<file path="src/rtl/mips_pkg.sv">
`default_nettype none
// ============================================================================
//  Module      : mips_pkg
//  Description : Shared definitions for the multi-cycle MIPS sequencer:
//                opcode constants, sequencer state encoding and the datapath
//                mux/ALU select encodings.
//                Optional feature macro: ILLEGAL_TRAP_EN (adds the HALT state).
//  Revision    : 1.0  initial release
// ============================================================================
package mips_pkg;

   // Instruction opcodes (instr[31:26])
   localparam logic [5:0] OP_RTYPE = 6'b000000;
   localparam logic [5:0] OP_LW    = 6'b100011;
   localparam logic [5:0] OP_SW    = 6'b101011;
   localparam logic [5:0] OP_BEQ   = 6'b000100;
   localparam logic [5:0] OP_J     = 6'b000010;

   // ALU operation select
   localparam logic [1:0] ALU_ADD   = 2'b00;
   localparam logic [1:0] ALU_SUB   = 2'b01;
   localparam logic [1:0] ALU_FUNCT = 2'b10;

   // ALU B-operand select
   localparam logic [1:0] SRCB_RT      = 2'b00;
   localparam logic [1:0] SRCB_FOUR    = 2'b01;
   localparam logic [1:0] SRCB_IMM     = 2'b10;
   localparam logic [1:0] SRCB_IMM_SH2 = 2'b11;

   // Next-PC source select
   localparam logic [1:0] PCSRC_ALU    = 2'b00;
   localparam logic [1:0] PCSRC_ALUOUT = 2'b01;
   localparam logic [1:0] PCSRC_JUMP   = 2'b10;

   typedef enum logic [3:0] {
      S_IDLE      = 4'd0,
      S_FETCH     = 4'd1,
      S_DECODE    = 4'd2,
      S_MEM_ADDR  = 4'd3,
      S_MEM_READ  = 4'd4,
      S_MEM_WB    = 4'd5,
      S_MEM_WRITE = 4'd6,
      S_EXECUTE   = 4'd7,
      S_ALU_WB    = 4'd8,
      S_BRANCH    = 4'd9,
`ifdef ILLEGAL_TRAP_EN
      S_JUMP      = 4'd10,
      S_HALT      = 4'd11
`else
      S_JUMP      = 4'd10
`endif
   } state_e;

endpackage : mips_pkg
`default_nettype wire

</file>
<file path="src/rtl/retire_counter.sv">
`default_nettype none
// ============================================================================
//  Module      : retire_counter
//  Description : CNT_W-bit up-counter with enable and asynchronous
//                active-low clear. Wraps silently modulo 2^CNT_W.
//  Ports       : clk    - rising-edge clock
//                rst_n  - asynchronous active-low clear
//                en     - increment this cycle
//                count  - current count
//  Revision    : 1.0  initial release
// ============================================================================
module retire_counter #(
   parameter int CNT_W = 32
) (
   input  logic             clk,
   input  logic             rst_n,
   input  logic             en,
   output logic [CNT_W-1:0] count
);

   logic [CNT_W-1:0] count_q;
   logic [CNT_W-1:0] count_d;

   always_comb begin
      count_d = count_q;
      if (en) begin
         count_d = count_q + {{(CNT_W-1){1'b0}}, 1'b1};
      end
   end

   always_ff @(posedge clk or negedge rst_n) begin
      if (!rst_n) begin
         count_q <= '0;
      end else begin
         count_q <= count_d;
      end
   end

   assign count = count_q;

endmodule : retire_counter
`default_nettype wire

</file>
<file path="src/rtl/multicycle_control.sv">
`default_nettype none
// ============================================================================
//  Module      : multicycle_control
//  Description : Multi-cycle MIPS control sequencer. Walks each instruction
//                through fetch/decode/execute/memory/writeback, one datapath
//                step per clock, stalls on mem_ready and counts retirements.
//                Optional feature macro: ILLEGAL_TRAP_EN (unsupported opcodes
//                trap to HALT and set the sticky illegal_op flag).
//  Ports       : clk, rst_n         - clock, async active-low reset
//                opcode, mem_ready  - instruction opcode, memory handshake
//                pc_write .. pc_source - datapath enables and mux selects
//                instr_done         - one-cycle retirement pulse
//                retired_cnt        - retired-instruction count
//                illegal_op         - sticky illegal-opcode flag
//  Revision    : 1.0  initial release
// ============================================================================
module multicycle_control #(
   parameter int CNT_W = 32
) (
   input  logic             clk,
   input  logic             rst_n,
   input  logic [5:0]       opcode,
   input  logic             mem_ready,
   output logic             pc_write,
   output logic             pc_write_cond,
   output logic             ir_write,
   output logic             i_or_d,
   output logic             mem_read,
   output logic             mem_write,
   output logic             mem_to_reg,
   output logic             reg_dst,
   output logic             reg_write,
   output logic             alu_src_a,
   output logic [1:0]       alu_src_b,
   output logic [1:0]       alu_op,
   output logic [1:0]       pc_source,
   output logic             instr_done,
   output logic [CNT_W-1:0] retired_cnt,
   output logic             illegal_op
);

   import mips_pkg::*;

   state_e     state_q, state_d;
   logic [5:0] opcode_q, opcode_d;

   always_comb begin
      state_d       = state_q;
      opcode_d      = opcode_q;
      pc_write      = 1'b0;
      pc_write_cond = 1'b0;
      ir_write      = 1'b0;
      i_or_d        = 1'b0;
      mem_read      = 1'b0;
      mem_write     = 1'b0;
      mem_to_reg    = 1'b0;
      reg_dst       = 1'b0;
      reg_write     = 1'b0;
      alu_src_a     = 1'b0;
      alu_src_b     = SRCB_RT;
      alu_op        = ALU_ADD;
      pc_source     = PCSRC_ALU;
      instr_done    = 1'b0;

      case (state_q)
         S_IDLE: begin
            state_d = S_FETCH;
         end
         S_FETCH: begin
            // PC+4 computed every fetch cycle; IR/PC only commit on the
            // cycle memory actually returns the instruction.
            mem_read  = 1'b1;
            alu_src_b = SRCB_FOUR;
            ir_write  = mem_ready;
            pc_write  = mem_ready;
            if (mem_ready) begin
               state_d = S_DECODE;
            end
         end
         S_DECODE: begin
            // Speculative branch target into ALUOut.
            alu_src_b = SRCB_IMM_SH2;
            opcode_d  = opcode;
            case (opcode)
               OP_RTYPE:     state_d = S_EXECUTE;
               OP_LW, OP_SW: state_d = S_MEM_ADDR;
               OP_BEQ:       state_d = S_BRANCH;
               OP_J:         state_d = S_JUMP;
               default: begin
`ifdef ILLEGAL_TRAP_EN
                  state_d = S_HALT;
`else
                  state_d    = S_FETCH;
                  instr_done = 1'b1;
`endif
               end
            endcase
         end
         S_MEM_ADDR: begin
            alu_src_a = 1'b1;
            alu_src_b = SRCB_IMM;
            // Only lw/sw reach here, so the latched opcode picks the access.
            state_d   = (opcode_q == OP_SW) ? S_MEM_WRITE : S_MEM_READ;
         end
         S_MEM_READ: begin
            mem_read = 1'b1;
            i_or_d   = 1'b1;
            if (mem_ready) begin
               state_d = S_MEM_WB;
            end
         end
         S_MEM_WB: begin
            reg_write  = 1'b1;
            mem_to_reg = 1'b1;
            instr_done = 1'b1;
            state_d    = S_FETCH;
         end
         S_MEM_WRITE: begin
            mem_write = 1'b1;
            i_or_d    = 1'b1;
            if (mem_ready) begin
               instr_done = 1'b1;
               state_d    = S_FETCH;
            end
         end
         S_EXECUTE: begin
            alu_src_a = 1'b1;
            alu_op    = ALU_FUNCT;
            state_d   = S_ALU_WB;
         end
         S_ALU_WB: begin
            reg_write  = 1'b1;
            reg_dst    = 1'b1;
            instr_done = 1'b1;
            state_d    = S_FETCH;
         end
         S_BRANCH: begin
            alu_src_a     = 1'b1;
            alu_op        = ALU_SUB;
            pc_write_cond = 1'b1;
            pc_source     = PCSRC_ALUOUT;
            instr_done    = 1'b1;
            state_d       = S_FETCH;
         end
         S_JUMP: begin
            pc_write   = 1'b1;
            pc_source  = PCSRC_JUMP;
            instr_done = 1'b1;
            state_d    = S_FETCH;
         end
`ifdef ILLEGAL_TRAP_EN
         S_HALT: begin
            state_d = S_HALT;
         end
`endif
         default: begin
            state_d = S_IDLE;
         end
      endcase
   end

   always_ff @(posedge clk or negedge rst_n) begin
      if (!rst_n) begin
         state_q  <= S_IDLE;
         opcode_q <= '0;
      end else begin
         state_q  <= state_d;
         opcode_q <= opcode_d;
      end
   end

`ifdef ILLEGAL_TRAP_EN
   logic illegal_q, illegal_d;

   always_comb begin
      illegal_d = illegal_q | (state_d == S_HALT);
   end

   always_ff @(posedge clk or negedge rst_n) begin
      if (!rst_n) begin
         illegal_q <= 1'b0;
      end else begin
         illegal_q <= illegal_d;
      end
   end

   assign illegal_op = illegal_q;
`else
   assign illegal_op = 1'b0;
`endif

   retire_counter #(
      .CNT_W (CNT_W)
   ) u_retire_counter (
      .clk   (clk),
      .rst_n (rst_n),
      .en    (instr_done),
      .count (retired_cnt)
   );

endmodule : multicycle_control
`default_nettype wire

</file>
<file path="config.mk">
export PLATFORM = sky130hd
export DESIGN_NAME = multicycle_control
export DESIGN_NICKNAME = d
export VERILOG_FILES = /design/src/rtl/mips_pkg.sv /design/src/rtl/retire_counter.sv /design/src/rtl/multicycle_control.sv
export SDC_FILE = /design/constraint.sdc
export NUM_CORES = 1
export LEC_CHECK = 0
export CORE_MARGIN = 4
export CORE_UTILIZATION = 45
export CTS_CLUSTER_SIZE = 20
export DETAILED_ROUTE_END_ITERATION = 8
export HOLD_SLACK_MARGIN = 0.03
export PLACE_DENSITY = 0.76
export SYNTH_ARGS = -nofsm -noshare
export SYNTH_HDL_FRONTEND = slang
export SYNTH_HIERARCHICAL = 1
export SYNTH_SLANG_ARGS = --single-unit
export TNS_END_PERCENT = 30
</file>
<file path="constraint.sdc">
create_clock -name clk -period 4.2 [get_ports clk]
set_clock_uncertainty 0.1 [all_clocks]
set_input_delay 0.84 -clock clk [delete_from_list [all_inputs] [get_ports clk]]
set_output_delay 0.84 -clock clk [all_outputs]
set_load 0.02 [all_outputs]
</file>
Word level (Yosys, flattened, before mapping). Cells that the tools add are included.

Bits in registers: 42. Latch bits: 0. RAM bits: 0. Memory bits (read-only): 0. Bits of input ports: 9. Output and inout port bits: 50. Word-level logic and storage cells: 55. Memories kept: 0.

Add/sub/neg operators: 1. $mul: 0. Divide/modulo/power cells: 0. $lt $le $gt $ge: 0. Equality and inequality tests: 18. Shift operators: 0. Mux-type cells: 22. Bitwise operators: 0. Reductions and logical operators: 11.

Operators with widths (count): 32-bit by 1-bit adder with 32-bit output (second input constant) (1); 4-bit one-hot mux with 7 select lines (1); 6-bit equality test (second input constant) (3); 4-bit by 3-bit equality test with 1-bit output (second input constant) (4); 4-bit one-hot mux with 4 select lines (1); 4-bit equality test (second input constant) (3); 4-bit two-way mux (3); 1-bit two-way mux (11); 5-bit OR reduction (2); 4-bit by 2-bit equality test with 1-bit output (second input constant) (2); 2-bit one-hot mux with 2 select lines (2); 2-bit OR reduction (4); 6-bit by 2-bit equality test with 1-bit output (second input constant) (1); 6-bit by 3-bit equality test with 1-bit output (second input constant) (1); 6-bit logical NOT (1); 2-bit != test (second input constant) (3); 2-bit one-hot mux with 3 select lines (1); 4-bit by 1-bit equality test with 1-bit output (second input constant) (1); 4-bit logical NOT (1); 4-bit OR reduction (1); 1-bit one-hot mux with 3 select lines (1); 3-bit AND reduction (1); 3-bit OR reduction (1); 2-bit two-way mux (1); 1-bit one-hot mux with 2 select lines (1).

Longest topological paths before layout.
Depth in word-level cells: 4. Depth in mapped cells: 8. Mapped depth without buffers: 7.

Cells and area by module. Netlist, hierarchy kept.

By module, submodules not included: retire_counter (instances 1, cells each 123, area each 1448.9 um2, seq. area each 800.8 um2); multicycle_control (instances 1, cells each 82, area each 743.2 um2, seq. area each 250.2 um2).

Worst setup path after synthesis. Ideal clock, no wire load.

Kind: input-to-output. Start point: input port opcode[0]. End point: output port instr_done. Arrival time: 2.222 ns. Data required time: 3.260 ns. Path slack: 1.038 ns. Stages: 3. Buffers on the path: 0. Cell sequence: or4_4 or3b_1 a311o_1.

Word-level cells in the longest chain between the ends: 4. Elaborated cells on any way between the ends: 8. Classes of those cells: eq/ne (4); mux (2); reduce/logical (2).

Ends and longest elaborated chain: from (decl) (RTL line multicycle_control.sv:22) `input logic [5:0] opcode,`; 6-bit by 2-bit equality test with 1-bit output, or another cell as far along (RTL line multicycle_control.sv:84) `case (opcode)`; 5-bit OR reduction (no line) *; 1-bit two-way mux * (RTL line multicycle_control.sv:84); 1-bit one-hot mux with 3 select lines * (RTL line multicycle_control.sv:65) `case (state_q)`; to (decl) (RTL line multicycle_control.sv:37) `output logic instr_done,`.

Every way passes the cells marked *; elsewhere a longest branch is shown, timed or not.

Worst setup path in the final report. Ends and elaborated chain as after synthesis.

==> impl_metrics.py <==
metrics = {
    "status": {
        "outcome": "finished, final reports clean",
    },
    "clock_network": {
        "cts_buffers": 5,
        "max-clock-path-buffers": 2,
        "cts.htree.levels": 2,
        "path_clk_slew_ns": 0.08,
        "cts_tree": "done",
        "worst_skew_pair.late_latency_ns": 0.29,
        "hold_buffers": 0,
        "cts_root_buffer": "clkbuf_8",
        "clock-sinks": 42,
        "cts_resized": 0,
        "cts_setup_buffers": 0,
    },
    "layout": {
        "layout.cells.most_common_list": "clkdlybuf4s50_1 (56), dfrtp_1 (42), xnor2_1 (21)",
        "n_antenna_cell": 0,
        "multi_input_area_mm2": 0.001092,
        "fill_cells": 415,
        "seq_area_mm2": 0.001051,
        "nets": 272,
        "syn2layout_area_growth_pct": 31.91,
        "final_common_cell": "clkdlybuf4s50_1",
        "drive_gt1_share_pct": 10.31,
    },
    "timing": {
        "report.final.setup_viol": 0,
        "tightest_slew_ns": 0.9015,
        "finalMaxSlewViolations": 0,
        "max_freq_mhz": 242.2,
        "hold_violations": 0,
        "hold_ws_ns": 0.3826,
        "post-route-period-util_pct": 98.29,
        "fin_setup_tns_ns": 0,
        "rsz0062_at_grt": "false",
        "relSlewSlack_pct": 39.90,
        "period_minus_slack_ns": 4.128,
    },
    "logic_synthesis": {
        "synthMuxAreaShare_pct": 5.023,
        "yosysUniqueCellTypes": 42,
        "synth.net_count": 215,
        "synth-seq-cells": 42,
        "yosysTopAreaCell": "dfrtp_1",
        "ys.flop_type": "dfrtp_1",
        "synth_compound_area_share_pct": 4.566,
        "yosysTopAreaCellShare_pct": 47.95,
        "ys_async_sr_fraction_pct": 100.0,
        "synth-simple-area-share_pct": 26.31,
        "synth_top_family_by_area": "simple AND/OR/NAND/NOR gates",
        "synthAdderAreaFrac_pct": 0.5708,
        "synthXorXnorAreaFrac_pct": 13.18,
        "synth.area.top_cells": "dfrtp_1 (48%), xnor2_1 (8.4%), xor2_1 (4.8%)",
        "synth_warnings": 6,
        "netlist_instances": 205,
        "synth_area_mm2": 0.002192,
        "yosysSeqAreaShare_pct": 47.95,
        "syn-mean-instance-area_um2": 10.69,
        "synth_edf_count": 0,
    },
    "detailed_routing": {
        "vias": 1721,
        "wl_um": 4666,
        "firstDrtPassIters": 4,
        "drtIter0Drc": 96,
        "remaining_drc_errors": 0,
        "wl_per_cell_um": 14.18,
        "vias_per_cell": 5.231,
        "final_antenna_net_count": 0,
    },
    "worst_hold_path": {
        "hold_class": "flop to flop",
        "whs_endpoint": "u_retire_counter/count[31]$_DFFE_PN0P_",
        "hold_start": "u_retire_counter/count[31]$_DFFE_PN0P_",
        "hold_depth": 1,
    },
    "setup_path": {
        "crit_type": "primary input to output port",
        "slowest_stage": "or4_4",
        "end_kind": "output port",
        "path_buf_inv": 2,
        "timing.rr.end": "u_retire_counter/count[31]$_DFFE_PN0P_",
        "crit_required_ns": 3.26,
        "reg2reg_from": "state_q[1]$_DFFE_PN0P_",
        "worstPathArrival_ns": 3.19,
        "reg2reg_depth": 7,
        "reg2reg_setup_slack_ns": 1.04,
        "cp_slowest_stage_delay_ns": 0.59,
        "crit_fanout": 4,
        "crit_chain": "clkdlybuf4s50_1 -> or4_4 -> or3b_1 -> a311o_1 -> clkdlybuf4s50_1",
        "startpoint_type": "primary input",
        "crit_top_cell": "clkdlybuf4s50_1",
        "cpLargestDelayFamily": "buffers and inverters",
    },
    "global_routing": {
        "grt_use_met1_pct": 21.79,
        "use_met3_pct": 3.364,
        "grt_max_degree": 43,
        "grt_antenna_before_repair": 0,
        "grt_pass1_vias": 1663,
        "grtUsageTotal_pct": 16.30,
        "grt_most_used_layer": "met2",
        "grt_overflow_total": 0,
        "met2_usage_pct": 26.63,
        "grt_pass1_wl_um": 8024,
    },
    "power_and_ir_drop": {
        "p_comb_share_pct": 38.7,
        "p_per_area_mw_per_mm2": 465.2,
        "clockPowerShare_pct": 17.8,
        "swShare_pct": 36.12,
        "power.leakage_nw": 1.174,
        "power.switching_w": 0.0004859,
        "p_int_w": 0.0008592,
        "ir_worst_vdd_uv": 293.9,
        "pwr-share-seq_pct": 43.5,
    },
    "floorplanning": {
        "core_area_mm2": 0.004723,
        "die_h_um": 77.80,
        "start_util_pct": 46.41,
        "rows": 25,
        "chipWidth_um": 77.80,
        "io_pins": 59,
        "die_area_mm2": 0.006052,
    },
    "placed_design": {
        "place_hpwl_um": 3514,
        "port_buffers": 57,
        "gp_congestion": 0.8536,
    },
    "run": {
        "maxCapViolCount": 0,
    },
}
==> state kept, by name, indices dropped and copies added, names as in the netlist <==
name                    flops
opcode_q                    6
state_q                     4
u_retire_counter/count     32
==> kinds of logic after synthesis <==
logic type,after synthesis
XOR/XNOR,33
buffers and inverters,11
multiplexers,10
AO/OA/AOI/OAI,14
flip-flops,42
AND/OR/NAND/NOR,93
adder cells (fa/ha/maj),1
other,1
==> power groups by stage <==
stage,logic [W],registers (W),clock network [W]
detailed placement,0.000530,0.000594,0
floorplan,0.000332,0.000564,0
finish,0.000521,0.000585,0.000239
CTS,0.000532,0.000587,0.000249
global placement,0.000520,0.000591,0
global route,0.000566,0.000600,0.000265
==> worst max-delay path by stage <==
stage	cells after the start	end	slack [ns]	startpoint
2_1_floorplan	3	instr_done	1.04	opcode[0]
3_3_place_gp	5	instr_done	0.13	opcode[0]
3_5_place_dp	5	instr_done	0.06	opcode[0]
4_1_cts	5	instr_done	0.06	opcode[0]
5_1_grt	5	instr_done	0.01	opcode[0]
6_report	5	instr_done	0.07	opcode[0]
==> layer usage <==
layer | up-vias | part of all wire, %
met1 | 818 | 46
met4 | 0 | 1.6
met3 | 8 | 4.1
met2 | 45 | 49
met5 | - | 0
li1 | 850 | -
==> stage by stage <==
step / setup WS (ns) / total power [W] / instances / utilization, % / instance area [um^2]
2_1_floorplan: 1.038 / 0.0008963 / 205 / - / 2192
3_3_place_gp: 0.1299 / 0.001111 / 322 / 59.52 / 2811
3_5_place_dp: 0.06346 / 0.001124 / 322 / 59.52 / 2811
4_1_cts: 0.05673 / 0.001367 / 329 / 61.22 / 2892
5_1_grt: 0.01288 / 0.001432 / 329 / 61.22 / 2892
6_report: 0.07178 / 0.001345 / 329 / 61.22 / 2892
==> Yosys cell counts, drive strengths merged, types with 3 or more instances <==
| master | count |
|---|---|
| nand4 | 12 |
| and2 | 3 |
| nor3b | 3 |
| mux2 | 8 |
| xnor2 | 21 |
| nand2 | 12 |
| o21ai | 3 |
| nor3 | 9 |
| nand2b | 5 |
| and4 | 4 |
| nand3 | 9 |
| or4 | 3 |
| nor2 | 15 |
| nor4 | 6 |
| inv | 3 |
| dfrtp | 42 |
| a21oi | 4 |
| clkbuf | 6 |
| and3 | 5 |
| xor2 | 12 |
==> cell type report <==
cell class	count	area share [%]
Sequential cell	42	36.35
Multi-Input combinational cell	152	37.78
Clock buffer	6	2.510
Tap cell	67	2.899
Clock inverter	1	0.2596
Timing Repair Buffer	58	19.82
Inverter	3	0.3894
==> worst register-to-register path, delay by kind of cell, from the launching register on <==
kind                      cells  cell delay (ns)
buffers and inverters         1             0.17
AOI/OAI and AO/OA             1             0.29
xor gates and xnor gates      1             0.18
DFF                           1             0.65
and+or+nand+nor               4             1.66
Note: power is estimated with default switching activity, not from simulation.
